File: src/rtl/div_seq_if.sv
// Operand, control and result signals between the EX stage and the sequential divider.
// No latency of its own: it carries only wires.
// The divider holds busy_o while it computes; EX holds start_i until it takes the result.
interface div_seq_if;
    logic        signed_div_i;
    logic [31:0] opdata1_i;
    logic [31:0] opdata2_i;
    logic        start_i;
    logic        annul_i;
    logic [63:0] result_o;
    logic        ready_o;
    logic        busy_o;

    modport master (
        output signed_div_i, opdata1_i, opdata2_i, start_i, annul_i,
        input  result_o, ready_o, busy_o
    );

    modport slave (
        input  signed_div_i, opdata1_i, opdata2_i, start_i, annul_i,
        output result_o, ready_o, busy_o
    );
endinterface

File: src/rtl/div_seq.sv
// 32-bit signed/unsigned restoring divider; result is {remainder, quotient}.
// ready_o rises 34 edges after start_i is sampled (2 edges for a zero divisor).
// busy_o stalls EX while computing; the result is held while start_i stays high.
module div_seq (
    input  logic      clk,
    input  logic      rst,
    div_seq_if.slave  bus
);
    localparam logic [1:0] S_FREE   = 2'b00;
    localparam logic [1:0] S_BYZERO = 2'b01;
    localparam logic [1:0] S_ON     = 2'b10;
    localparam logic [1:0] S_END    = 2'b11;

    logic [1:0]  state;
    logic [5:0]  cnt;
    logic [64:0] work;
    logic [31:0] divisor_abs;
    logic        signed_q;
    logic        sign1;
    logic        sign2;

    logic [31:0] op1_abs;
    logic [31:0] op2_abs;
    logic [32:0] diff;
    logic [31:0] quot_fix;
    logic [31:0] rem_fix;

    // Magnitudes are taken from the live inputs; they only matter on the edge leaving FREE.
    assign op1_abs = (bus.signed_div_i && bus.opdata1_i[31]) ? (~bus.opdata1_i + 32'd1) : bus.opdata1_i;
    assign op2_abs = (bus.signed_div_i && bus.opdata2_i[31]) ? (~bus.opdata2_i + 32'd1) : bus.opdata2_i;

    assign diff = work[64:32] - {1'b0, divisor_abs};

    assign quot_fix = (signed_q && (sign1 ^ sign2)) ? (~work[31:0] + 32'd1) : work[31:0];
    assign rem_fix  = (signed_q && sign1) ? (~work[64:33] + 32'd1) : work[64:33];

    assign bus.busy_o = (state == S_BYZERO) || (state == S_ON);

    always_ff @(posedge clk) begin
        if (rst) begin
            state        <= S_FREE;
            cnt          <= 6'd0;
            work         <= 65'd0;
            divisor_abs  <= 32'd0;
            signed_q     <= 1'b0;
            sign1        <= 1'b0;
            sign2        <= 1'b0;
            bus.result_o <= 64'd0;
            bus.ready_o  <= 1'b0;
        end else begin
            case (state)
                S_FREE: begin
                    bus.ready_o  <= 1'b0;
                    bus.result_o <= 64'd0;
                    if (bus.start_i && !bus.annul_i) begin
                        signed_q    <= bus.signed_div_i;
                        sign1       <= bus.opdata1_i[31];
                        sign2       <= bus.opdata2_i[31];
                        divisor_abs <= op2_abs;
                        work        <= {32'd0, op1_abs, 1'b0};
                        cnt         <= 6'd0;
                        state       <= (bus.opdata2_i == 32'd0) ? S_BYZERO : S_ON;
                    end
                end
                S_BYZERO: begin
                    bus.result_o <= 64'd0;
                    cnt          <= 6'd0;
                    if (bus.annul_i) begin
                        bus.ready_o <= 1'b0;
                        state       <= S_FREE;
                    end else begin
                        bus.ready_o <= 1'b1;
                        state       <= S_END;
                    end
                end
                S_ON: begin
                    if (bus.annul_i) begin
                        bus.ready_o  <= 1'b0;
                        bus.result_o <= 64'd0;
                        cnt          <= 6'd0;
                        state        <= S_FREE;
                    end else if (cnt != 6'd32) begin
                        // Negative trial difference: keep the partial remainder, quotient bit 0.
                        if (diff[32]) begin
                            work <= {work[63:0], 1'b0};
                        end else begin
                            work <= {diff[31:0], work[31:0], 1'b1};
                        end
                        cnt <= cnt + 6'd1;
                    end else begin
                        bus.result_o <= {rem_fix, quot_fix};
                        bus.ready_o  <= 1'b1;
                        cnt          <= 6'd0;
                        state        <= S_END;
                    end
                end
                S_END: begin
                    if (!bus.start_i) begin
                        bus.ready_o  <= 1'b0;
                        bus.result_o <= 64'd0;
                        state        <= S_FREE;
                    end
                end
            endcase
        end
    end
endmodule

File: src/flat_wrapper.sv
// flat-port wrapper written by rule: the top's interface ports become plain ports
module div_seq_flat 
  (clk, rst, bus_signed_div_i, bus_opdata1_i, bus_opdata2_i, bus_start_i, bus_annul_i, bus_result_o, bus_ready_o, bus_busy_o);
  div_seq_if bus_i ();
  input  logic clk;
  input  logic rst;
  input wire logic [$bits(bus_i.signed_div_i)-1:0] bus_signed_div_i;
  input wire logic [$bits(bus_i.opdata1_i)-1:0] bus_opdata1_i;
  input wire logic [$bits(bus_i.opdata2_i)-1:0] bus_opdata2_i;
  input wire logic [$bits(bus_i.start_i)-1:0] bus_start_i;
  input wire logic [$bits(bus_i.annul_i)-1:0] bus_annul_i;
  output wire logic [$bits(bus_i.result_o)-1:0] bus_result_o;
  output wire logic [$bits(bus_i.ready_o)-1:0] bus_ready_o;
  output wire logic [$bits(bus_i.busy_o)-1:0] bus_busy_o;
  assign bus_i.signed_div_i = bus_signed_div_i;
  assign bus_i.opdata1_i = bus_opdata1_i;
  assign bus_i.opdata2_i = bus_opdata2_i;
  assign bus_i.start_i = bus_start_i;
  assign bus_i.annul_i = bus_annul_i;
  assign bus_result_o = bus_i.result_o;
  assign bus_ready_o = bus_i.ready_o;
  assign bus_busy_o = bus_i.busy_o;
  div_seq u_core (.clk(clk), .rst(rst), .bus(bus_i));
endmodule
File: config.mk
export PLATFORM = sky130hd
export DESIGN_NAME = div_seq_flat
export DESIGN_NICKNAME = d
export VERILOG_FILES = /design/src/rtl/div_seq_if.sv /design/src/rtl/div_seq.sv /design/src/flat_wrapper.sv
export SDC_FILE = /design/constraint.sdc
export NUM_CORES = 1
export LEC_CHECK = 0
export BUFFER_PORTS_ARGS = -buffer_cell sky130_fd_sc_hd__buf_2
export CORE_ASPECT_RATIO = 1.75
export CORE_MARGIN = 8
export CORE_UTILIZATION = 39
export CTS_CLUSTER_SIZE = 30
export DETAILED_ROUTE_END_ITERATION = 10
export PLACE_DENSITY = 0.67
export SLEW_MARGIN = 0
export SYNTH_ARGS = -nofsm -noshare
export SYNTH_HDL_FRONTEND = slang
export SYNTH_SLANG_ARGS = --single-unit
export TNS_END_PERCENT = 1
File: constraint.sdc
create_clock -name clk -period 9.1 [get_ports clk]
set_input_delay 1.365 -clock clk [delete_from_list [all_inputs] [get_ports clk]]
set_output_delay 1.365 -clock clk [all_outputs]
set_load 0.05 [all_outputs]
==> results_dict.tcl <==
set metrics [dict create \
    status "completed" \
    hold_viol 0 \
    hp-start "u_core.bus.result_o[62]" \
    grt.overflow.total 0 \
    synth_edf_count 0 \
    vias 10800 \
    maxCapViolCount 0 \
    rr_worst_depth 10 \
    crit_path_max_fanout 21 \
    cts_resized 0 \
    synthArstFlopShare 0 \
    clk_pin_slew_ns 0.07 \
    skew_ns 0.0108 \
    antenna_found_initial 3 \
    worstSetupEndpointType "register" \
    die_x_um 144 \
    post-route-min-period_ns 3.78 \
    crit_required_ns 9.45 \
    reg2reg_slack_ns 5.32 \
    ios 135 \
    worstSetupPathType "reg2reg" \
    synth_cell_types 68 \
    avgSynthCellArea_um2 7.63 \
    htreeDepth 4 \
    ys.flop_type "dfxtp_1" \
    powerDensity_nw_per_um2 215 \
    relSlewSlack 0.391 \
    min_period_over_period 0.416 \
    cts_sinks 173 \
    via_per_inst 5.54 \
    p_leak_nw 4.95 \
    rows 82 \
    multi_input_area_um2 7200 \
    dp_slack_ns 5.00 \
    setup_slack_ns 5.32 \
    clockBufferDepth 2 \
    cp-start-kind "register" \
    n_antenna_cell 0 \
    arrival_ns 4.14 \
    fmax_mhz 264 \
    fin_nets 1668 \
    numCtsBuffers 17 \
    core_area_um2 28400 \
    drc 0 \
    synth_area_um2 11200 \
    cts-root-buf "clkbuf_16" \
    setup-tns-final_ns 0 \
    syn_to_final_growth_pct 13.9 \
    worstHoldPathType "reg2reg" \
    r2r-start "u_core.work[33]" \
    cts-hold-fix-buffers 0 \
    first_iter_violations 584 \
    cts_tree "built" \
    fill_cells 2895 \
    r2r-end "u_core.work[62]" \
    grt_pass1_wl_um 54500 \
    die_area_um2 34500 \
    ys_seq_elements 173 \
    worst_pin_slew_ns 0.911 \
    ys_seq_area_frac 0.310 \
    gp_congestion 0.940 \
    holdPathEnd "u_core.bus.result_o[62]" \
    firstDrtPassIters 5 \
    synth.top_cell.area_share 0.310 \
    netlist_instances 1465 \
    final_util 0.448 \
    yosys.area.top_type "dfxtp_1" \
    ir_worst_vdd_uv 167 \
    slew_violations 0 \
    layout.area.seq_um2 3460 \
    ys_warn_count 0 \
    rsz0062_at_grt "false" \
    whs_path_depth 2 \
    routed_wl_um 34700 \
    syn_nets 1578 \
    clock_latency_ns 0.45 \
    synth.area.top_cells "dfxtp_1 31%, xnor2_1 6.4%, nand2_1 6.3%" \
    grt_pass1_vias 10600 \
    start_util 0.393 \
    fp.dieH_um 240 \
    grt_max_degree 77 \
    drive_above_1_share 0.134 \
    final-setup-viol-count 0 \
    post_cts_buffers 0 \
    postRouteAntennaNets 0 \
    numPortBuffers 134 \
    grt.total_usage 0.204 \
    dp_hpwl_um 27400 \
    routedWlPerCell_um 17.8 \
]
-- cells by family after synthesis --
| family | share of synthesized area |
|---|---|
| AOI/OAI and AO/OA | 0.227 |
| xor gates and xnor gates | 0.111 |
| adders and majority gates | 0.0500 |
| buffers and inverters | 0.0480 |
| DFF | 0.310 |
| muxes | 0.0243 |
| and+or+nand+nor | 0.230 |
-- flip-flops by register name (all words and copies together) (netlist names) --
name and count:
u_core.bus.ready_o 1, u_core.state 2, u_core.bus.result_o 64, u_core.divisor_abs 32, u_core.sign1 1, u_core.sign2 1, u_core.work 65, u_core.signed_q 1
u_core.cnt 6
-- layout make-up --
class	instances	share of cell area
repair buffers	148	0.0611
inverters	59	0.0174
clock buffers	18	0.0345
clock inverters	14	0.0123
well taps	378	0.0372
flip-flops and latches	173	0.272
multi-input cells	1156	0.565
-- where the power goes --
part / total (W) / internal, W / switching, W / leakage (nW)
Clock: 0.000739 / 0.000395 / 0.000344 / 0.288
Sequential: 0.000914 / 0.000832 / 0.0000821 / 1.40
Combinational: 0.00109 / 0.000370 / 0.000716 / 3.26
-- synthesized netlist by cell type (all sizes together), types with 6 or more instances --
master and number:
dfxtp 173, a32oi 9, mux2i 26, o21a 6, nor4 12, clkbuf 65
a211oi 37, xor2 60, nor3 37, a22oi 31, a21oi 119, nand4 8
o31ai 22, nand3 33, ha 43, nand2b 15, o211ai 11, or3 19
buf 12, o21ai 110, nor2b 7, and2 11, nor2 161, or4 13
and3 14, a31oi 11, nand2 188, xnor2 81, o41ai 9, a21o 7
inv 59
-- per-stage QoR --
| step | hold slack, ns | cells | instance area (um2) | total power, W |
|---|---|---|---|---|
| floorplan | 0.432 | 1465 | 11200 | 0.00172 |
| detailed placement | 0.439 | 1914 | 12100 | 0.00201 |
| CTS | 0.452 | 1946 | 12700 | 0.00275 |
| finish | 0.447 | 1946 | 12700 | 0.00274 |
| global placement | 0.435 | 1914 | 12100 | 0.00199 |
| global route | 0.469 | 1946 | 12700 | 0.00291 |
-- critical path, cell delays in order, from the launching register on --
cell and delay, ns:
dfxtp_1 0.50, inv_1 0.17, fa_1 0.48, nand2b_1 0.19, a21oi_2 0.18, o21ai_1 0.16, o311a_1 0.38, o21ai_0 0.23
nand3_1 0.69, a32o_1 0.53, a31o_1 0.18
-- placed cells by master, fill, tap and decap left out, types with 4 or more instances in the layout --
master,n
a32oi_1,9
o21ai_0,82
nand4_1,8
xor2_1,60
or3_1,19
buf_2,133
and3_1,14
and2_1,11
o211ai_1,11
xnor2_1,81
a211oi_1,37
a311oi_1,5
mux2i_1,26
ha_1,42
a21oi_1,117
nor4b_1,5
inv_1,59
nand3_1,33
clkbuf_16,17
buf_4,15
or4_1,10
o21a_1,6
nor2_1,158
a22oi_1,31
o41ai_1,5
a21o_1,7
nor2b_1,7
or2_2,5
a31oi_1,11
o31ai_1,22
nand2_1,187
o21ai_1,28
nand3b_1,4
dfxtp_1,173
nor3_1,35
nor4_1,8
nand2b_1,15
-- metal layers --
layer | vias to the layer above | wire length [um] | GRT usage
met3 | 114 | 1110 | 0.0392
met2 | 237 | 19300 | 0.395
li1 | 5392 | - | -
met4 | 6 | 2210 | 0.140
met5 | - | 32 | 0
met1 | 5034 | 12100 | 0.183
-- worst max path at each step --
stage,from,endpoint,slack (ns)
global route,u_core.work[33],u_core.work[62],5.10
finish,u_core.work[33],u_core.work[62],5.32
detailed placement,bus_opdata1_i[9],u_core.work[30],5.00
global placement,bus_opdata1_i[9],u_core.work[30],5.05
CTS,u_core.work[33],u_core.work[62],5.33
floorplan,bus_opdata2_i[0],u_core.divisor_abs[28],5.56
Note: power is estimated with default switching activity, not from simulation.
